--- src/rtl/mfp_uart_rx_fifo.sv ---
// mfp_uart_rx_fifo
// 8N1 UART receiver feeding a first-word-fall-through byte FIFO. It sits in
// front of the SREC parser and absorbs bursts while downstream stalls.
// Framing and overflow problems are reported as sticky flags.
//
// Ports:
//   HCLK        system clock, rising edge
//   HRESET      synchronous active-high reset
//   UART_RX     asynchronous serial line, idle high
//   out_data    byte at the FIFO head (registered)
//   out_valid   FIFO not empty (registered)
//   out_ready   consumer takes out_data this cycle
//   fifo_count  current occupancy (registered)
//   frame_err   sticky: a stop bit was sampled low
//   overflow    sticky: a good byte was dropped because the FIFO was full
//   clear_err   clears both sticky flags
module mfp_uart_rx_fifo #(
    parameter int CLK_FREQ   = 50000000,
    parameter int BAUD       = 115200,
    parameter int FIFO_DEPTH = 16
) (
    input  logic                          HCLK,
    input  logic                          HRESET,
    input  logic                          UART_RX,
    output logic [7:0]                    out_data,
    output logic                          out_valid,
    input  logic                          out_ready,
    output logic [$clog2(FIFO_DEPTH):0]   fifo_count,
    output logic                          frame_err,
    output logic                          overflow,
    input  logic                          clear_err
);

    localparam int CLKS_PER_BIT = CLK_FREQ / BAUD;
    localparam int CW           = $clog2(CLKS_PER_BIT);
    localparam int AW           = $clog2(FIFO_DEPTH);

    localparam logic [CW-1:0] BIT_LAST  = CW'(CLKS_PER_BIT - 1);
    localparam logic [CW-1:0] HALF_LAST = CW'(CLKS_PER_BIT / 2 - 1);
    localparam logic [CW-1:0] CNT_ONE   = CW'(1);
    localparam logic [CW-1:0] CNT_ZERO  = CW'(0);
    localparam logic [AW-1:0] PTR_ONE   = AW'(1);
    localparam logic [AW:0]   OCC_ONE   = (AW+1)'(1);
    localparam logic [AW:0]   OCC_FULL  = (AW+1)'(FIFO_DEPTH);

    typedef enum logic [1:0] {
        ST_IDLE  = 2'd0,
        ST_START = 2'd1,
        ST_DATA  = 2'd2,
        ST_STOP  = 2'd3
    } state_t;

    // Synchronizer and receive FSM state
    logic          sync1_r;
    logic          rx_sync_r;
    logic          rx_prev_r;
    state_t        state_r;
    state_t        state_nxt_s;
    logic [CW-1:0] cnt_r;
    logic [CW-1:0] cnt_nxt_s;
    logic [2:0]    bit_r;
    logic [2:0]    bit_nxt_s;
    logic [7:0]    shift_r;
    logic [7:0]    shift_nxt_s;
    logic          push_s;
    logic          frame_evt_s;

    // FIFO state
    logic [7:0]    mem_r [FIFO_DEPTH];
    logic [AW-1:0] wr_ptr_r;
    logic [AW-1:0] rd_ptr_r;
    logic [AW-1:0] next_rd_s;
    logic [AW:0]   count_r;
    logic [AW:0]   count_nxt_s;
    logic          out_valid_r;
    logic [7:0]    out_data_r;
    logic [7:0]    head_nxt_s;
    logic          pop_s;
    logic          full_s;
    logic          do_push_s;
    logic          ovf_evt_s;

    // Error flags
    logic          frame_err_r;
    logic          overflow_r;

    // Two-flop synchronizer plus previous-sample register for edge detection
    always_ff @(posedge HCLK) begin
        if (HRESET) begin
            sync1_r   <= 1'b1;
            rx_sync_r <= 1'b1;
            rx_prev_r <= 1'b1;
        end else begin
            sync1_r   <= UART_RX;
            rx_sync_r <= sync1_r;
            rx_prev_r <= rx_sync_r;
        end
    end

    // Receive FSM state register
    always_ff @(posedge HCLK) begin
        if (HRESET) begin
            state_r <= ST_IDLE;
            cnt_r   <= CNT_ZERO;
            bit_r   <= 3'd0;
            shift_r <= 8'd0;
        end else begin
            state_r <= state_nxt_s;
            cnt_r   <= cnt_nxt_s;
            bit_r   <= bit_nxt_s;
            shift_r <= shift_nxt_s;
        end
    end

    // Receive FSM next-state logic; sampling happens at mid-bit
    always_comb begin
        state_nxt_s = state_r;
        cnt_nxt_s   = cnt_r;
        bit_nxt_s   = bit_r;
        shift_nxt_s = shift_r;
        push_s      = 1'b0;
        frame_evt_s = 1'b0;
        case (state_r)
            ST_IDLE: begin
                // Only a true 1->0 transition starts a frame, so a held
                // break level cannot retrigger.
                if (rx_prev_r && !rx_sync_r) begin
                    state_nxt_s = ST_START;
                    cnt_nxt_s   = CNT_ZERO;
                end else begin
                    cnt_nxt_s   = CNT_ZERO;
                end
            end
            ST_START: begin
                if (cnt_r == HALF_LAST) begin
                    cnt_nxt_s = CNT_ZERO;
                    bit_nxt_s = 3'd0;
                    if (!rx_sync_r) begin
                        state_nxt_s = ST_DATA;
                    end else begin
                        // Line went back high before mid-start: a glitch.
                        state_nxt_s = ST_IDLE;
                    end
                end else begin
                    cnt_nxt_s = cnt_r + CNT_ONE;
                end
            end
            ST_DATA: begin
                if (cnt_r == BIT_LAST) begin
                    cnt_nxt_s   = CNT_ZERO;
                    shift_nxt_s = {rx_sync_r, shift_r[7:1]};
                    if (bit_r == 3'd7) begin
                        state_nxt_s = ST_STOP;
                        bit_nxt_s   = 3'd0;
                    end else begin
                        bit_nxt_s   = bit_r + 3'd1;
                    end
                end else begin
                    cnt_nxt_s = cnt_r + CNT_ONE;
                end
            end
            ST_STOP: begin
                if (cnt_r == BIT_LAST) begin
                    cnt_nxt_s   = CNT_ZERO;
                    state_nxt_s = ST_IDLE;
                    if (rx_sync_r) begin
                        push_s      = 1'b1;
                    end else begin
                        frame_evt_s = 1'b1;
                    end
                end else begin
                    cnt_nxt_s = cnt_r + CNT_ONE;
                end
            end
            default: begin
                state_nxt_s = ST_IDLE;
                cnt_nxt_s   = CNT_ZERO;
                bit_nxt_s   = 3'd0;
            end
        endcase
    end

    assign pop_s     = out_valid_r & out_ready;
    assign full_s    = (count_r == OCC_FULL);
    // A full FIFO still accepts a byte when the head leaves in the same cycle.
    assign do_push_s = push_s & (~full_s | pop_s);
    assign ovf_evt_s = push_s & full_s & ~pop_s;

    // FIFO next occupancy and next head value
    always_comb begin
        case ({do_push_s, pop_s})
            2'b10:   count_nxt_s = count_r + OCC_ONE;
            2'b01:   count_nxt_s = count_r - OCC_ONE;
            default: count_nxt_s = count_r;
        endcase
        if (pop_s) begin
            next_rd_s = rd_ptr_r + PTR_ONE;
        end else begin
            next_rd_s = rd_ptr_r;
        end
        // The new head is the byte being written whenever it lands exactly
        // where the read pointer will point (FIFO empty after this edge
        // otherwise); out_data is registered so this must be forwarded.
        if (do_push_s && (next_rd_s == wr_ptr_r)) begin
            head_nxt_s = shift_r;
        end else begin
            head_nxt_s = mem_r[next_rd_s];
        end
    end

    // FIFO storage write port
    always_ff @(posedge HCLK) begin
        if (do_push_s) begin
            mem_r[wr_ptr_r] <= shift_r;
        end
    end

    // FIFO pointers, occupancy and registered head outputs
    always_ff @(posedge HCLK) begin
        if (HRESET) begin
            wr_ptr_r    <= '0;
            rd_ptr_r    <= '0;
            count_r     <= '0;
            out_valid_r <= 1'b0;
            out_data_r  <= 8'd0;
        end else begin
            if (do_push_s) begin
                wr_ptr_r <= wr_ptr_r + PTR_ONE;
            end
            rd_ptr_r    <= next_rd_s;
            count_r     <= count_nxt_s;
            out_valid_r <= (count_nxt_s != '0);
            out_data_r  <= head_nxt_s;
        end
    end

    // Sticky error flags; a new event beats a simultaneous clear
    always_ff @(posedge HCLK) begin
        if (HRESET) begin
            frame_err_r <= 1'b0;
            overflow_r  <= 1'b0;
        end else begin
            if (frame_evt_s) begin
                frame_err_r <= 1'b1;
            end else if (clear_err) begin
                frame_err_r <= 1'b0;
            end
            if (ovf_evt_s) begin
                overflow_r <= 1'b1;
            end else if (clear_err) begin
                overflow_r <= 1'b0;
            end
        end
    end

    assign out_data   = out_data_r;
    assign out_valid  = out_valid_r;
    assign fifo_count = count_r;
    assign frame_err  = frame_err_r;
    assign overflow   = overflow_r;

endmodule

--- config.mk ---
export PLATFORM = sky130hd
export DESIGN_NAME = mfp_uart_rx_fifo
export DESIGN_NICKNAME = d
export VERILOG_FILES = /design/src/rtl/mfp_uart_rx_fifo.sv
export SDC_FILE = /design/constraint.sdc
export NUM_CORES = 1
export LEC_CHECK = 0
export BUFFER_PORTS_ARGS = -buffer_cell sky130_fd_sc_hd__buf_2
export CORE_ASPECT_RATIO = 0.9
export CORE_MARGIN = 2
export CORE_UTILIZATION = 60
export DETAILED_ROUTE_END_ITERATION = 16
export PLACE_DENSITY = 0.82
export SYNTH_ARGS = -nofsm -noshare
export SYNTH_HDL_FRONTEND = slang
export SYNTH_SLANG_ARGS = --single-unit
export TNS_END_PERCENT = 100
--- constraint.sdc ---
create_clock -name HCLK -period 3.3 [get_ports HCLK]
set_input_delay 0.33 -clock HCLK [delete_from_list [all_inputs] [get_ports HCLK]]
set_output_delay 0.33 -clock HCLK [all_outputs]
set_load 0.05 [all_outputs]
Word-level counts from Yosys, hierarchy flattened
Memories as Yosys holds them, arrays and structs flattened. A register that Yosys moved wholly into a read port is not among the register bits.
Index checks and enable logic that the tools add are counted.
Operators by class
  reduce and logical (&&, ||, !) cells: 11
  bitwise logic cells: 7
  eq/ne operators: 14
  $add $sub $neg: 6
  multiplexer cells: 27
Operators with widths (count)
  9-bit one-hot mux with 3 select lines: 1
  9-bit two-way mux: 2
  2-bit two-way mux: 6
  1-bit two-way mux: 11
  2-bit != test, second input constant: 5
  5-bit one-hot mux with 2 select lines: 1
  9-bit by 1-bit adder with 9-bit output, second input constant: 1
  9-bit by 8-bit == test with 1-bit output, second input constant: 1
  9-bit == test, second input constant: 1
  3-bit two-way mux: 3
  4-bit by 1-bit adder with 4-bit output, second input constant: 2
  2-bit one-hot mux with 4 select lines: 1
  2-bit == test, second input constant: 3
  3-bit one-hot mux with 2 select lines: 1
  2-bit nonzero test: 3
  5-bit by 1-bit adder with 5-bit output, second input constant: 1
  5-bit == test, second input constant: 1
  5-bit AND reduction: 1
  5-bit nonzero test: 1
  5-bit by 1-bit subtractor with 5-bit output, second input constant: 1
  1-bit bitwise AND: 4
  2-bit by 1-bit == test with 1-bit output, second input constant: 2
  4-bit two-way mux: 1
  3-bit by 1-bit adder with 3-bit output, second input constant: 1
  other kinds (9): 10
Storage, ports and cells
  memories kept: 1
  memory bits (writable): 128
  logic and storage cells: 79
  output and inout port bits: 16
  bits in registers: 41
  input port bits: 5
Memory list
  mem_r: words 16, width 8, read ports 1, clocked after memory_dff 1, write ports 1, line 69  | logic [7:0] mem_r [FIFO_DEPTH];

Depth between registers and ports, before layout
  depth in word-level cells: 7
  mapped depth: 13
  mapped depth without buffers: 12

Least setup slack after synthesis
Ideal clock, no wire load.
  path kind: reg2reg
  from: reg out_valid_r (netlist: out_valid)
  to: reg out_valid_r (netlist: out_valid)
  path buffers: 2
  library setup time: 0.142 ns
  arrival time: 2.943 ns
  period minus slack after synthesis: 3.086 ns
  cell stages (with the launch flop): 11
  path slack: 0.214 ns
  required time: 3.158 ns
  path through: dfxtp_1 > nand2_1 > clkbuf_1 > buf_1 > nor2_1 > ha_1 > a21o_1 > a21o_1 > o311a_1 > o32ai_1 > a41oi_1
Between the ends
  cells in the longest elaborated chain, start to end: 6
  elaborated cells on any way between the ends: 7
  classes of those cells: eq/ne: 2; mux: 1; bitwise: 3; reduce/logical: 1
RTL lines
  start, declared: line 75  | logic out_valid_r;
  start signal, assigned: line 232  | out_valid_r <= (count_nxt_s != '0);
  1-bit bitwise AND *: line 183  | assign pop_s = out_valid_r & out_ready;
  1-bit bitwise OR: line 186  | assign do_push_s = push_s & (~full_s | pop_s);
  1-bit bitwise AND: line 186
  2-bit by 1-bit == test with 1-bit output or 2-bit == test (tied branches): line 191  | case ({do_push_s, pop_s})
  5-bit one-hot mux with 2 select lines *: line 191
  5-bit nonzero test *: line 232
Mark *: on every way between the ends. The rest lies on a longest branch, timed or not.
A chain may end at the register's enable or synchronous reset.

Final worst setup path
  from: reg cnt_r[0]
  to: reg out_valid_r (netlist: out_valid)
Between the ends
  cells in the longest elaborated chain, start to end: 7
  elaborated cells on any way between the ends: 8
  classes of those cells: eq/ne: 3; mux: 3; bitwise: 1; reduce/logical: 1
RTL lines
  start, declared: line 59  | logic [CW-1:0] cnt_r;
  start signal, assigned: line 109  | cnt_r <= cnt_nxt_s;
  9-bit == test *: line 163  | if (cnt_r == BIT_LAST) begin
  1-bit two-way mux *: line 163
  1-bit two-way mux *: line 123  | case (state_r)
  1-bit bitwise AND *: line 186
  2-bit by 1-bit == test with 1-bit output or 2-bit == test (tied branches): line 191
  5-bit one-hot mux with 2 select lines *: line 191
  5-bit nonzero test *: line 232
Marked as above.

==> impl_metrics.ini <==
[power_and_ir_drop]
ir_drop_mv = 0.669
leakage_nw = 3.04
powerDensity_nw_per_um2 = 493

[worst_setup_path]
critPathKind = flip-flop to flip-flop
startpoint_type = flip-flop
cp_max_fo = 5
setup.worst_path.end_class = flip-flop
required_ns = 3.56
path_cells = ha_1, nand4b_1, nor3_2, nor2_1, fa_1, a21o_1, a21o_1, o311a_1, o32ai_1, a41oi_1
crit_path_max_incr_delay_ns = 0.42
crit_top_cell = a21o_1
slowest_stage = fa_1
cp_data_arrival_time_ns = 3.25

[sta]
max_freq_mhz = 335
worst_slew_pin_slew_ns = 0.784
tns_ns = 0
finalHoldViolCount = 0
slew_viol_final = 0
clock_skew_ns = 0.00967
finalCritPeriodShare = 0.904
grt_setup_unrepaired = false
max-slew-margin-rel = 0.478
min_period_ns = 2.98
setup_viol = 0
finalWorstSetupSlack_ns = 0.316

[yosys]
synthMuxAreaShare = 0.101
synth_fp_nets = 623
syn_area_per_cell_um2 = 13.1
ys.flop_type = edfxtp_1
synth_warnings = 0
synth_compound_area_frac = 0.101
async_flop_share = 0
synth-simple-area-share = 0.115
synth_xor_area_frac = 0.0230
yosysUniqueCellTypes = 59
synth_top_family_by_area = simple AND/OR/NAND/NOR gates
syn_inst = 604
synth-seq-area-share = 0.609
synth_edf_count = 128
ys_seq_elements = 177
synth_fa_ha_area_frac = 0.0230
syn-cell-area_um2 = 7930

[cells_and_area]
drive_above_1_share = 0.193
final_area_um2 = 8910
n_antenna_cell = 0
final_common_cell = edfxtp_1
final_cell_mix = 128 x edfxtp_1, 52 x nor2_1, 49 x dfxtp_1, 35 x nand2_1
area_growth_pct = 12.4
fin_nets = 654

[floorplanning]
die_area_um2 = 14100
initial_core_util = 0.620
die_x_um = 125
pin_count = 21
die_h_um = 113
coreArea_um2 = 12800
rows = 39

[run]
cap_violations = 0

[detailed_routing]
drt-pass1-iter-count = 5
drtAntennaViolNets = 0
avgViaCountPerCell = 6.44
drtIter0Drc = 525
wirelength_mm = 17.4
num_vias = 5228
wl_per_cell_um = 21.5
drc = 0

[place]
dp_slack_ns = 0.219
place_congestion = 0.896
io_buffer_count = 20
dp_hpwl_mm = 11.2
placed_cell_area_um2 = 8300

[hold_path]
min_path_type = input pin to flip-flop

[clock_network]
root_buffer = clkbuf_16
cts_max_level = 4
clk_pin_slew_ns = 0.06
clk-insertion-delay-late_ns = 0.43
clk_path_buf_depth = 2
cts.sinks = 177
tritoncts = done
cts_buffers = 17

[global_routing]
grt_pass1_wl_mm = 28.1
grt_antenna_before_repair = 0
grt-ovfl-total = 0
grt_pass1_vias = 5210
grt_start_max_net_pins = 42
grt_use_total = 0.259

[status]
status = completed
[sequential cells by signal, indices dropped and copies added (netlist names), 3 cells and up, named ones only]
signal / cells
rd_ptr_r: 4
shift_r: 8
fifo_count: 5
bit_r: 3
cnt_r: 9
wr_ptr_r: 4
mem_r: 128
out_data: 8
[metal layers]
layer	GRT usage	wire length (µm)	vias to the layer above
met3	0.0634	1180	32
li1	-	-	2383
met1	0.349	7130	2588
met5	0	0	-
met4	0.0585	263	0
met2	0.434	8860	225
[repair_timing]
action / in CTS / in global routing
gates resized for setup: 0 / 1
buffers inserted: 0 / 0
endpoints found under the setup margin: 0 / 1
hold buffers: 0 / 0
hold endpoints to repair: 0 / 0
[logic make-up after synthesis]
logic type               count (synthesis)
multiplexers                            57
AO/OA/AOI/OAI                          109
flip-flops                             177
AND/OR/NAND/NOR                        180
buffers and inverters                   47
XOR/XNOR                                20
adder cells (fa/ha/maj)                 14
[synth_stat cells, types with 2 or more instances]
cell type  instances  area share
a21o_1             3      0.0028
nand2b_1           3      0.0024
nor2b_1           12      0.0095
a211oi_1          20       0.019
mux4_2            17       0.048
a22oi_1            4      0.0038
xor2_1             8      0.0088
clkbuf_1          18      0.0085
or2_2              4      0.0032
a2111oi_0          7      0.0077
ha_1              13       0.021
buf_6              3      0.0043
xnor2_1           11       0.012
inv_1              8      0.0038
nand3_1           30       0.019
or3_1              9      0.0071
nor3_1             8      0.0051
dfxtp_1           49        0.12
buf_1              3      0.0014
and2_1             5      0.0039
o21ai_0            3      0.0019
a31oi_1           15       0.012
a21oi_1           18       0.011
o22ai_1           14       0.011
nand4b_1           4      0.0044
nand3b_1           2      0.0019
buf_4              2      0.0019
nor2_1            52       0.025
buf_2             13      0.0082
o32ai_1            2      0.0022
nand2_1           35       0.017
mux2_2            14       0.020
edfxtp_1         128        0.48
and4_1             7      0.0077
o2111ai_1          7      0.0077
nand4_1            2      0.0016
a311oi_1           3      0.0033
mux2i_1           26       0.033
nor4b_1            2      0.0022
[final timing paths]
| path | from | to | slack (ns) | cells past startpoint |
|---|---|---|---|---|
| setup / recovery | cnt_r[0] | out_valid | 0.32 | 10 |
| hold / removal | UART_RX | sync1_r | 0.08 | 2 |
| setup reg to reg | cnt_r[0] | out_valid | 0.32 | 10 |
| hold reg to reg | sync1_r | rx_sync_r | 0.41 | 1 |
[final cells by class]
cell class              instances  area (µm²)
clock inverters                 9        72.6
repair buffers                 51         345
fillers                       805        3880
inverters                       8        30.0
well taps                     164         205
multi-input cells             380        2900
flip-flops and latches        177        4820
clock buffers                  23         532
[worst max-delay path, delay by kind of cell, from the launching register on]
family | cells | cell delay, ns
adder cells (fa/ha/maj) | 2 | 0.60
AO/OA/AOI/OAI | 5 | 1.09
flip-flops | 1 | 0.40
AND/OR/NAND/NOR | 3 | 0.72
[through the flow]
| step | instances | hold slack (ns) | power [W] | utilization |
|---|---|---|---|---|
| final | 812 | 0.0846 | 0.00439 | 0.697 |
| after global routing | 812 | 0.0869 | 0.00451 | 0.697 |
| after CTS | 812 | 0.0721 | 0.00441 | 0.696 |
| after detailed placement | 780 | 0.396 | 0.00244 | 0.649 |
| after global placement | 780 | 0.392 | 0.00244 | 0.649 |
| after floorplan | 604 | 0.389 | 0.00243 | - |
[power breakdown]
group	internal (W)	total (W)	switching [W]	leakage, nW
Sequential	0.00236	0.00236	0.00000399	1.58
Clock	0.00120	0.00200	0.000791	0.295
Combinational	0.00000860	0.0000347	0.0000261	1.16
No activity file was read; power rests on OpenSTA's default activity.
